--- src/rtl/rv_adcavg.sv ---
// rv_adcavg -- per-channel ADC block averager with a small register bus.
//
// Eight channels each own an 18-bit accumulator and a 7-bit sample counter.
// When 2^N samples have been collected on a channel, their truncated mean is
// latched into AVG[ch], FRESH[ch] is set and the block restarts. A channel
// whose new average exceeds its threshold raises OVR[ch]. irq is the OR of
// OVR bits enabled by IMASK.
//
// Ports
//   clk        bus clock, all state on the rising edge
//   xreset     asynchronous active-low reset
//   adr        register word address (5 bits)
//   cs         peripheral select
//   rdy        bus ready, constant 1 (no wait states)
//   we         byte write enables, lane i covers dw[8i+7:8i]
//   re         read strobe
//   dw         write data
//   dr         registered read data, holds between reads
//   smp_valid  sample strobe from the ADC capture stage
//   smp_ch     sample channel 0..7
//   smp_data   unsigned 12-bit sample
//   smp_ready  sample accept, equals CTRL.EN
//   irq        level interrupt, |(OVR & IMASK)
//
// Register map
//   0-7    AVG[ch]  RO   bit31 FRESH (cleared by read), bits11:0 average
//   8      CTRL     RW   bits2:0 N (saturates at 6), bit8 EN, bits23:16 IMASK
//   9      STAT     W1C  bits7:0 OVR
//   16-23  THR[ch]  RW   bits11:0
//   other           reads 0, writes ignored

module rv_adcavg (
  input  logic        clk,
  input  logic        xreset,
  input  logic [4:0]  adr,
  input  logic        cs,
  output logic        rdy,
  input  logic [3:0]  we,
  input  logic        re,
  input  logic [31:0] dw,
  output logic [31:0] dr,
  input  logic        smp_valid,
  input  logic [2:0]  smp_ch,
  input  logic [11:0] smp_data,
  output logic        smp_ready,
  output logic        irq
);

  // Largest block is 2^6 samples; larger N requests are clamped.
  function automatic logic [2:0] sat_n(input logic [2:0] v);
    if (v > 3'd6) begin
      return 3'd6;
    end else begin
      return v;
    end
  endfunction

  // Registered state
  logic [2:0]  ctrl_n_q,     ctrl_n_d;
  logic        ctrl_en_q,    ctrl_en_d;
  logic [7:0]  ctrl_imask_q, ctrl_imask_d;
  logic [7:0]  ovr_q,        ovr_d;
  logic [7:0]  fresh_q,      fresh_d;
  logic [11:0] avg_q [8];
  logic [11:0] avg_d [8];
  logic [11:0] thr_q [8];
  logic [11:0] thr_d [8];
  logic [17:0] acc_q [8];
  logic [17:0] acc_d [8];
  logic [6:0]  cnt_q [8];
  logic [6:0]  cnt_d [8];
  logic [31:0] dr_q,         dr_d;

  // Decode and datapath signals
  logic        wr_s;
  logic        rd_s;
  logic        sel_avg_s;
  logic        sel_ctrl_s;
  logic        sel_stat_s;
  logic        sel_thr_s;
  logic [2:0]  n_wr_s;
  logic        n_change_s;
  logic        accept_s;
  logic [6:0]  blk_last_s;
  logic [18:0] sum_s;
  logic [18:0] shifted_s;
  logic [11:0] avg_new_s;
  logic        complete_s;
  logic [31:0] rdata_s;

  assign wr_s       = cs & (|we);
  assign rd_s       = cs & re;
  assign sel_avg_s  = (adr[4:3] == 2'b00);
  assign sel_ctrl_s = (adr == 5'd8);
  assign sel_stat_s = (adr == 5'd9);
  assign sel_thr_s  = (adr[4:3] == 2'b10);

  // A CTRL write that alters N restarts every block; a sample arriving in
  // that same cycle belongs to neither the old nor the new block size.
  assign n_wr_s     = sat_n(dw[2:0]);
  assign n_change_s = wr_s & sel_ctrl_s & we[0] & (n_wr_s != ctrl_n_q);
  assign accept_s   = smp_valid & ctrl_en_q & ~n_change_s;

  // Block completes on the sample that brings the count to 2^N.
  assign blk_last_s = (7'd1 << ctrl_n_q) - 7'd1;
  assign sum_s      = {1'b0, acc_q[smp_ch]} + {7'd0, smp_data};
  assign shifted_s  = sum_s >> ctrl_n_q;
  assign avg_new_s  = shifted_s[11:0];
  assign complete_s = accept_s & (cnt_q[smp_ch] == blk_last_s);

  assign rdy       = 1'b1;
  assign dr        = dr_q;
  assign smp_ready = ctrl_en_q;
  assign irq       = |(ovr_q & ctrl_imask_q);

  // Read data multiplexer (reserved fields and unmapped addresses read 0)
  always_comb begin
    rdata_s = 32'd0;
    if (sel_avg_s) begin
      rdata_s = {fresh_q[adr[2:0]], 19'd0, avg_q[adr[2:0]]};
    end else if (sel_ctrl_s) begin
      rdata_s = {8'd0, ctrl_imask_q, 7'd0, ctrl_en_q, 5'd0, ctrl_n_q};
    end else if (sel_stat_s) begin
      rdata_s = {24'd0, ovr_q};
    end else if (sel_thr_s) begin
      rdata_s = {20'd0, thr_q[adr[2:0]]};
    end else begin
      rdata_s = 32'd0;
    end
  end

  // Next-state logic: bus writes/reads first, then sample updates so that
  // hardware set events win over read-clear and write-1-clear.
  always_comb begin
    ctrl_n_d     = ctrl_n_q;
    ctrl_en_d    = ctrl_en_q;
    ctrl_imask_d = ctrl_imask_q;
    ovr_d        = ovr_q;
    fresh_d      = fresh_q;
    avg_d        = avg_q;
    thr_d        = thr_q;
    acc_d        = acc_q;
    cnt_d        = cnt_q;
    dr_d         = dr_q;

    // Bus read: capture pre-update value; AVG reads consume FRESH.
    if (rd_s) begin
      dr_d = rdata_s;
      if (sel_avg_s) begin
        fresh_d[adr[2:0]] = 1'b0;
      end else begin
        fresh_d = fresh_q;
      end
    end else begin
      dr_d = dr_q;
    end

    // Bus write
    if (wr_s && sel_ctrl_s) begin
      if (we[0]) begin
        ctrl_n_d = n_wr_s;
      end else begin
        ctrl_n_d = ctrl_n_q;
      end
      if (we[1]) begin
        ctrl_en_d = dw[8];
      end else begin
        ctrl_en_d = ctrl_en_q;
      end
      if (we[2]) begin
        ctrl_imask_d = dw[23:16];
      end else begin
        ctrl_imask_d = ctrl_imask_q;
      end
    end else if (wr_s && sel_stat_s) begin
      if (we[0]) begin
        ovr_d = ovr_q & ~dw[7:0];
      end else begin
        ovr_d = ovr_q;
      end
    end else if (wr_s && sel_thr_s) begin
      if (we[0]) begin
        thr_d[adr[2:0]][7:0] = dw[7:0];
      end else begin
        thr_d[adr[2:0]][7:0] = thr_q[adr[2:0]][7:0];
      end
      if (we[1]) begin
        thr_d[adr[2:0]][11:8] = dw[11:8];
      end else begin
        thr_d[adr[2:0]][11:8] = thr_q[adr[2:0]][11:8];
      end
    end else begin
      ctrl_n_d = ctrl_n_q;
    end

    // Sample path
    if (n_change_s) begin
      for (int i = 0; i < 8; i++) begin
        acc_d[i] = 18'd0;
        cnt_d[i] = 7'd0;
      end
    end else if (complete_s) begin
      acc_d[smp_ch]   = 18'd0;
      cnt_d[smp_ch]   = 7'd0;
      avg_d[smp_ch]   = avg_new_s;
      fresh_d[smp_ch] = 1'b1;
      if (avg_new_s > thr_q[smp_ch]) begin
        ovr_d[smp_ch] = 1'b1;
      end else begin
        ovr_d[smp_ch] = ovr_d[smp_ch];
      end
    end else if (accept_s) begin
      acc_d[smp_ch] = sum_s[17:0];
      cnt_d[smp_ch] = cnt_q[smp_ch] + 7'd1;
    end else begin
      acc_d = acc_q;
      cnt_d = cnt_q;
    end
  end

  // State registers with asynchronous clear
  always_ff @(posedge clk or negedge xreset) begin
    if (!xreset) begin
      ctrl_n_q     <= 3'd0;
      ctrl_en_q    <= 1'b0;
      ctrl_imask_q <= 8'd0;
      ovr_q        <= 8'd0;
      fresh_q      <= 8'd0;
      dr_q         <= 32'd0;
      for (int i = 0; i < 8; i++) begin
        avg_q[i] <= 12'd0;
        thr_q[i] <= 12'd0;
        acc_q[i] <= 18'd0;
        cnt_q[i] <= 7'd0;
      end
    end else begin
      ctrl_n_q     <= ctrl_n_d;
      ctrl_en_q    <= ctrl_en_d;
      ctrl_imask_q <= ctrl_imask_d;
      ovr_q        <= ovr_d;
      fresh_q      <= fresh_d;
      dr_q         <= dr_d;
      avg_q        <= avg_d;
      thr_q        <= thr_d;
      acc_q        <= acc_d;
      cnt_q        <= cnt_d;
    end
  end

endmodule

--- config.mk ---
export PLATFORM = sky130hd
export DESIGN_NAME = rv_adcavg
export DESIGN_NICKNAME = d
export VERILOG_FILES = /design/src/rtl/rv_adcavg.sv
export SDC_FILE = /design/constraint.sdc
export NUM_CORES = 1
export LEC_CHECK = 0
export CAP_MARGIN = 25
export CORE_MARGIN = 2
export CORE_UTILIZATION = 55
export CTS_BUF_LIST = sky130_fd_sc_hd__clkbuf_2 sky130_fd_sc_hd__clkbuf_4 sky130_fd_sc_hd__clkbuf_8
export DETAILED_ROUTE_END_ITERATION = 6
export DONT_BUFFER_PORTS = 1
export PLACE_DENSITY = 0.7
export SLEW_MARGIN = 10
export SYNTH_ARGS = -nofsm -noshare
export SYNTH_HDL_FRONTEND = slang
export SYNTH_SLANG_ARGS = --single-unit
--- constraint.sdc ---
create_clock -name clk -period 11.9 [get_ports clk]
set_clock_uncertainty 0.2 [all_clocks]
set_input_delay 2.38 -clock clk [delete_from_list [all_inputs] [get_ports clk]]
set_output_delay 2.38 -clock clk [all_outputs]
set_load 0.03 [all_outputs]
==> reports/results.txt, run 1 <==
Status -> finished, violations left
Violated checks -> max-slew violations
First-pass GRT wire length -> 111000 µm
Unrepaired setup endpoints after global routing -> false
HP Start -> fresh_q[4]$_DFF_PN0_
Number of synthesis warnings -> 0
Total power -> 0.00401 W
Final ANT Viol Nets -> 0
Pre-antenna DRT Iters -> 5
# rows -> 75
Seq/Total Area, Yosys -> 47.3%
Fillers -> 3490
Max Cap Viol -> 0
Core area -> 41900 µm²
Avg WL per Cell -> 25.1 µm
# nets final -> 2335
Top-area cell type share of the netlist area -> 47.3%
Die Y -> 210 µm
Max-slew violations -> 153
Worst hold stages -> 1
CTS Root Cell -> clkbuf_8
Worst r2r path cells -> 22
R2r setup slk -> 4830 ps
Fin crit share -> 74.7%
Commonest cells in the netlist -> 441 x dfrtp_1, 403 x nor2_1, 298 x a22oi_1
Post-Syn Instances -> 2324
DR vias -> 19.2k
Dpl ws -> 2580 ps
Worst Tran Pin Value -> 1790 ps
Synth Register Bits -> 441
P per Cell Area -> 159 nW/µm²
Initial antenna violation count -> 2
WS Path Type -> input pin to register
Req. time, crit path -> 12210 ps
Avg Synthesized Cell Area -> 10.0 µm²
Cell variety after synth -> 82
Reg2reg end -> ovr_q[3]$_DFF_PN0_
Dominant synthesized flop cell -> dfrtp_1
Min-delay worst type -> register to register
Minimum clock period after layout -> 8880 ps
Cts bufs inserted -> 76
Largest net degree at the start of global routing -> 442
Overflow after GRT -> 0
Die area -> 44000 µm²
Setup violators final -> 0
Detailed placer's ending HPWL -> 43800 µm
CTS max path bufs -> 3
Ys async rst share -> 100%
Yosys top cell by area -> dfrtp_1
Vias per cell -> 6.75
RR Startpoint -> acc_q[73]$_DFFE_PN0P_
Post-CTS Setup Bufs -> 0
Arrival time at the worst endpoint -> 9190 ps
Leakage dissipation -> 11.3 nW
CTS H-tree lvls -> 3
DR DRC count -> 0
RD Place Congestion -> 0.950
Area after DPL -> 23600 µm²
Reg clk slew, reported paths -> 60 ps
Port bufs -> 0
Relative slew margins -> -19.3%
Most instantiated library cell after synthesis -> dfrtp_1
Crit path launch type -> input pin
Starting Density -> 55.7%
Synth area leaders -> dfrtp_1 47%, a22oi_1 9.6%, mux2_2 8.6%
Num ports -> 96
Endpoint class of the critical path -> register
Crit-path max FO -> 51
Vias in the first global route -> 19.1k
Final Hold Viols -> 0
Post-synthesis cell area -> 23300 µm²
CTS Hold Bufs -> 0
Cts repair resizes -> 0
Die width -> 210 µm
CTS tree -> built
P&R area growth vs syn -> 8.39%
EDFF count, synth -> 0
Share of layout cells above drive strength 1 -> 18.7%
DR iter-0 viols -> 2187
Sum Neg Setup Slack -> 0 ps
Fmax -> 0.113 GHz
Peak supply drop -> 0.0920 mV
Hold Path Sink -> fresh_q[4]$_DFF_PN0_
Worst Slack Setup Final -> 3020 ps
CTS Sinks -> 441
Final WL -> 71200 µm
Fin area -> 25300 µm²
Overall global routing resource usage -> 32.5%
Clk Latency, worst-skew pair -> 670 ps
per-stage QoR:
stage          util [%]  hold WS (ps)  std cells
2_1_floorplan         -           250       2334
3_5_place_dp       56.3           274       2703
6_report           60.4           289       2842
3_3_place_gp       56.0           263       2694
5_1_grt            60.4           305       2842
4_1_cts            60.2           285       2835
power breakdown:
group	switching, W	leakage, nW	internal [W]
clock network	0.000636	0.856	0.000834
logic	0.000472	4.47	0.000300
registers	0.000118	6.03	0.00165
layout make-up:
class / count / area (µm²) / area share [%]
clock buffers: 113 / 1430 / 5.66
clock inverters: 19 / 185 / 0.733
repair buffers: 41 / 423 / 1.67
flip-flops and latches: 441 / 11000 / 43.7
well taps: 539 / 674 / 2.67
inverters: 16 / 60.1 / 0.238
multi-input cells: 1672 / 11500 / 45.3
diodes: 1 / 2.50 / 0.00990
cells by family (layout without fill, tap and decap cells):
kind of cell	count (synthesis)	in the layout	synth area share [%]
XOR/XNOR	22	22	0.859
multiplexers	264	264	13.6
AO/OA/AOI/OAI	641	641	19.6
flip-flops	441	441	47.3
AND/OR/NAND/NOR	707	707	13.0
other	2	13	0.0322
adder cells (fa/ha/maj)	26	26	1.43
buffers and inverters	221	189	4.14
how the worst max path moves through the flow:
| stage | start | endpoint | slack, ps | cells after the start |
|---|---|---|---|---|
| 5_1_grt | smp_ch[0] | ovr_q[3]$_DFF_PN0_ | 2640 | 22 |
| 3_5_place_dp | smp_ch[0] | ovr_q[3]$_DFF_PN0_ | 2580 | 22 |
| 4_1_cts | smp_ch[0] | ovr_q[3]$_DFF_PN0_ | 3230 | 22 |
| 2_1_floorplan | smp_ch[1] | ovr_q[0]$_DFF_PN0_ | 2970 | 28 |
| 6_report | smp_ch[0] | ovr_q[3]$_DFF_PN0_ | 3020 | 22 |
| 3_3_place_gp | smp_ch[0] | ovr_q[3]$_DFF_PN0_ | 2310 | 23 |
cells in the final DEF (no fill, tap or decap), types with 18 or more instances in the layout:
cell	count
dfrtp_1	441
o21ai_0	53
nand3_1	49
clkbuf_8	93
mux2_2	178
a22oi_1	298
mux2i_1	51
buf_4	31
a31oi_1	27
ha_1	25
a221oi_1	24
a21o_1	18
a21oi_1	101
nand4_1	23
mux4_2	22
clkbuf_4	21
nand2_1	140
nor2_1	391
routing by layer:
metal	global-route usage [%]	share of wire, %	vias up
met5	0	0.014	-
met1	43.5	40	9580
met2	51.1	46	1003
met4	14.5	4.4	2
li1	-	-	8394
met3	7.27	9.7	204
registers in the layout, summed over array words and instances, names as in the netlist:
register      count
ctrl_imask_q      8
cnt_q            56
thr_q            96
smp_ready         1
acc_q           144
ovr_q             8
dr               21
ctrl_n_q          3
avg_q            96
fresh_q           8
critical path, stage by stage:
cell and delay, ps:
nand2b_1 270, nor2_2 260, a221o_1 350, a2111oi_0 700, inv_1 100, ha_1 300
a21o_1 200, and4_1 240, o211a_1 230, nor2_1 130, xor2_1 830, mux4_2 420
a2bb2oi_1 650, inv_1 100, ha_1 320, a21o_1 160, a21o_1 170, a21o_1 180
a21o_1 170, a2111oi_0 400, o31a_1 440, mux2i_1 160
Note: power is estimated with default switching activity, not from simulation.
==> run 2: changes to the inputs <==
==> constraint.sdc (replaced) <==
create_clock -name clk -period 8.7 [get_ports clk]
set_clock_uncertainty 0.2 [all_clocks]
set_input_delay 1.74 -clock clk [delete_from_list [all_inputs] [get_ports clk]]
set_output_delay 1.74 -clock clk [all_outputs]
set_load 0.03 [all_outputs]
==> reports/results.txt, run 2 (same netlist as run 1, synthesis figures left out) <==
CTS Root Cell -> clkbuf_8
Leakage dissipation -> 11.4 nW (+0.25%)
Arrival time at the worst endpoint -> 8110 ps (-1080 ps)
Unrepaired setup endpoints after global routing -> false
Avg WL per Cell -> 25.1 µm (+0.16%)
CTS Hold Bufs -> 0 (unchanged)
Fin crit share -> 89.9%
Die width -> 210 µm (unchanged)
Min-delay worst type -> register to register
Fillers -> 3482 (-0.23%)
Core area -> 41900 µm² (unchanged)
Fin area -> 25300 µm² (about the same)
Max Cap Viol -> 0 (unchanged)
Relative slew margins -> -3.84% (+15 points)
Reg2reg end -> ovr_q[3]$_DFF_PN0_
Commonest non-fill, non-tap cell in the layout -> dfrtp_1
Num ports -> 96 (unchanged)
Overall global routing resource usage -> 32.6% (about the same)
Post-CTS Setup Bufs -> 0 (unchanged)
Overflow after GRT -> 0 (unchanged)
HP Start -> fresh_q[4]$_DFF_PN0_
Most frequent cells in the layout -> 441 x dfrtp_1, 393 x nor2_1, 298 x a22oi_1
RR Startpoint -> acc_q[73]$_DFFE_PN0P_
CTS tree -> built
Violated checks -> max-slew violations
DR vias -> 19.4k (+1.3%)
Worst setup path start -> smp_ch[1]
Final Hold Viols -> 0 (unchanged)
DP Cell Count -> 2720 (+0.63%)
R2r setup slk -> 2070 ps (-2760 ps)
Fmax -> 0.128 GHz
Status -> finished, violations left
Cts bufs inserted -> 75 (-1.3%)
Final WL -> 71600 µm (+0.48%)
Area after DPL -> 23700 µm² (+0.47%)
Req. time, crit path -> 8990 ps (-3220 ps)
Final Non-Filler Cells -> 2851 (+0.32%)
Die Y -> 210 µm (unchanged)
DR DRC count -> 0 (unchanged)
Crit path launch type -> input pin
P&R area growth vs syn -> 8.49% (about the same)
Port bufs -> 0 (unchanged)
Die area -> 44000 µm² (unchanged)
CTS H-tree lvls -> 3 (unchanged)
Max FFs per register -> 144 (unchanged)
Worst r2r path cells -> 22 (unchanged)
Final ANT Viol Nets -> 0 (unchanged)
# rows -> 75 (unchanged)
Peak supply drop -> 0.114 mV (+24%)
Worst Tran Pin Value -> 1560 ps (-231 ps)
DR iter-0 viols -> 2330 (+6.5%)
Vias in the first global route -> 19.1k (-0.21%)
Largest net degree at the start of global routing -> 442 (unchanged)
Pre-antenna DRT Iters -> 6 (+1)
Vias per cell -> 6.82 (+1.0%)
Hold Path Sink -> fresh_q[4]$_DFF_PN0_
Sum Neg Setup Slack -> 0 ps (unchanged)
Worst hold stages -> 1 (unchanged)
P per Cell Area -> 213 nW/µm² (+35%)
RD Place Congestion -> 0.936 (-1.4%)
Starting Density -> 55.7% (unchanged)
# nets final -> 2349 (+0.60%)
Largest registers -> acc_q: 144 flops, avg_q: 96 flops, thr_q: 96 flops
CTS Sinks -> 441 (unchanged)
Crit-path max FO -> 77 (+51%)
Cts repair resizes -> 0 (unchanged)
WS Path Type -> input pin to register
Reg clk slew, reported paths -> 60 ps (about the same)
Reg with most FFs -> acc_q
Max-slew violations -> 83 (-46%)
CTS max path bufs -> 3 (unchanged)
Endpoint class of the critical path -> register
Setup violators final -> 0 (unchanged)
First-pass GRT wire length -> 111000 µm (about the same)
Minimum clock period after layout -> 7820 ps
Share of layout cells above drive strength 1 -> 18.9% (+0.23 points)
Clk Latency, worst-skew pair -> 650 ps (-20 ps)
Detailed placer's ending HPWL -> 44600 µm (+1.9%)
Initial antenna violation count -> 1 (-1)
run 2: changes by cell type in the layout (fill, tap and decap cells not counted), sizes merged:
cell / before / now
clkbuf: 114 / 118
bufinv: 3 / 0
clkinv: 12 / 4
buf: 40 / 56
run 2: final cells by class:
type	instances	area [µm²]	area share, %
diodes	1	2.50	0.00989
clock buffers	118	1460	5.78
clock inverters	8	55.1	0.218
inverters	16	60.1	0.237
multi-input cells	1672	11500	45.3
flip-flops and latches	441	11000	43.6
well taps	539	674	2.67
repair buffers	56	551	2.18
run 2: worst max-delay path by stage:
stage / slack (ps) / endpoint / cells after the start
after floorplan: 410 / ovr_q[0]$_DFF_PN0_ / 28
after global placement: 450 / ovr_q[3]$_DFF_PN0_ / 22
after detailed placement: 430 / ovr_q[4]$_DFF_PN0_ / 22
after CTS: 1090 / ovr_q[3]$_DFF_PN0_ / 22
after global routing: 650 / ovr_q[4]$_DFF_PN0_ / 22
final: 880 / ovr_q[3]$_DFF_PN0_ / 23
run 2: per-stage QoR:
step | utilization (%) | hold slack (ps) | total power, W | worst slack, ps
floorplan | - | 250 | 0.00318 | 410
global placement | 56.3 | 264 | 0.00345 | 449
detailed placement | 56.6 | 268 | 0.00350 | 426
CTS | 60.2 | 280 | 0.00540 | 1090
global route | 60.4 | 293 | 0.00563 | 654
finish | 60.4 | 279 | 0.00540 | 880
run 2: worst max-delay path: stages:
cell and delay [ps]:
inv_2 250, nor2_2 90, buf_4 220, a221o_1 310, a2111oi_0 630, inv_1 100
ha_1 310, a21o_1 170, and4_1 230, nor2_1 150, o21ai_0 170, xnor2_1 180
mux4_2 490, mux2i_1 750, ha_1 400, a21o_1 180, a21o_1 170, a21o_1 190
a21o_1 180, a21o_1 160, a2111oi_0 420, o31a_1 380, mux2i_1 160
run 2: routing by layer:
layer	global-route usage (%)	wire length [µm]
met1	42.9	28200
met2	50.9	32700
met3	7.33	7270
met4	16.5	3330
met5	0	12
run 2: power breakdown:
part	total, W	switching [W]	internal [W]
logic	0.00108	0.000650	0.000433
clock network	0.00190	0.000840	0.00106
registers	0.00241	0.000163	0.00225
total	0.00540	0.00165	0.00374
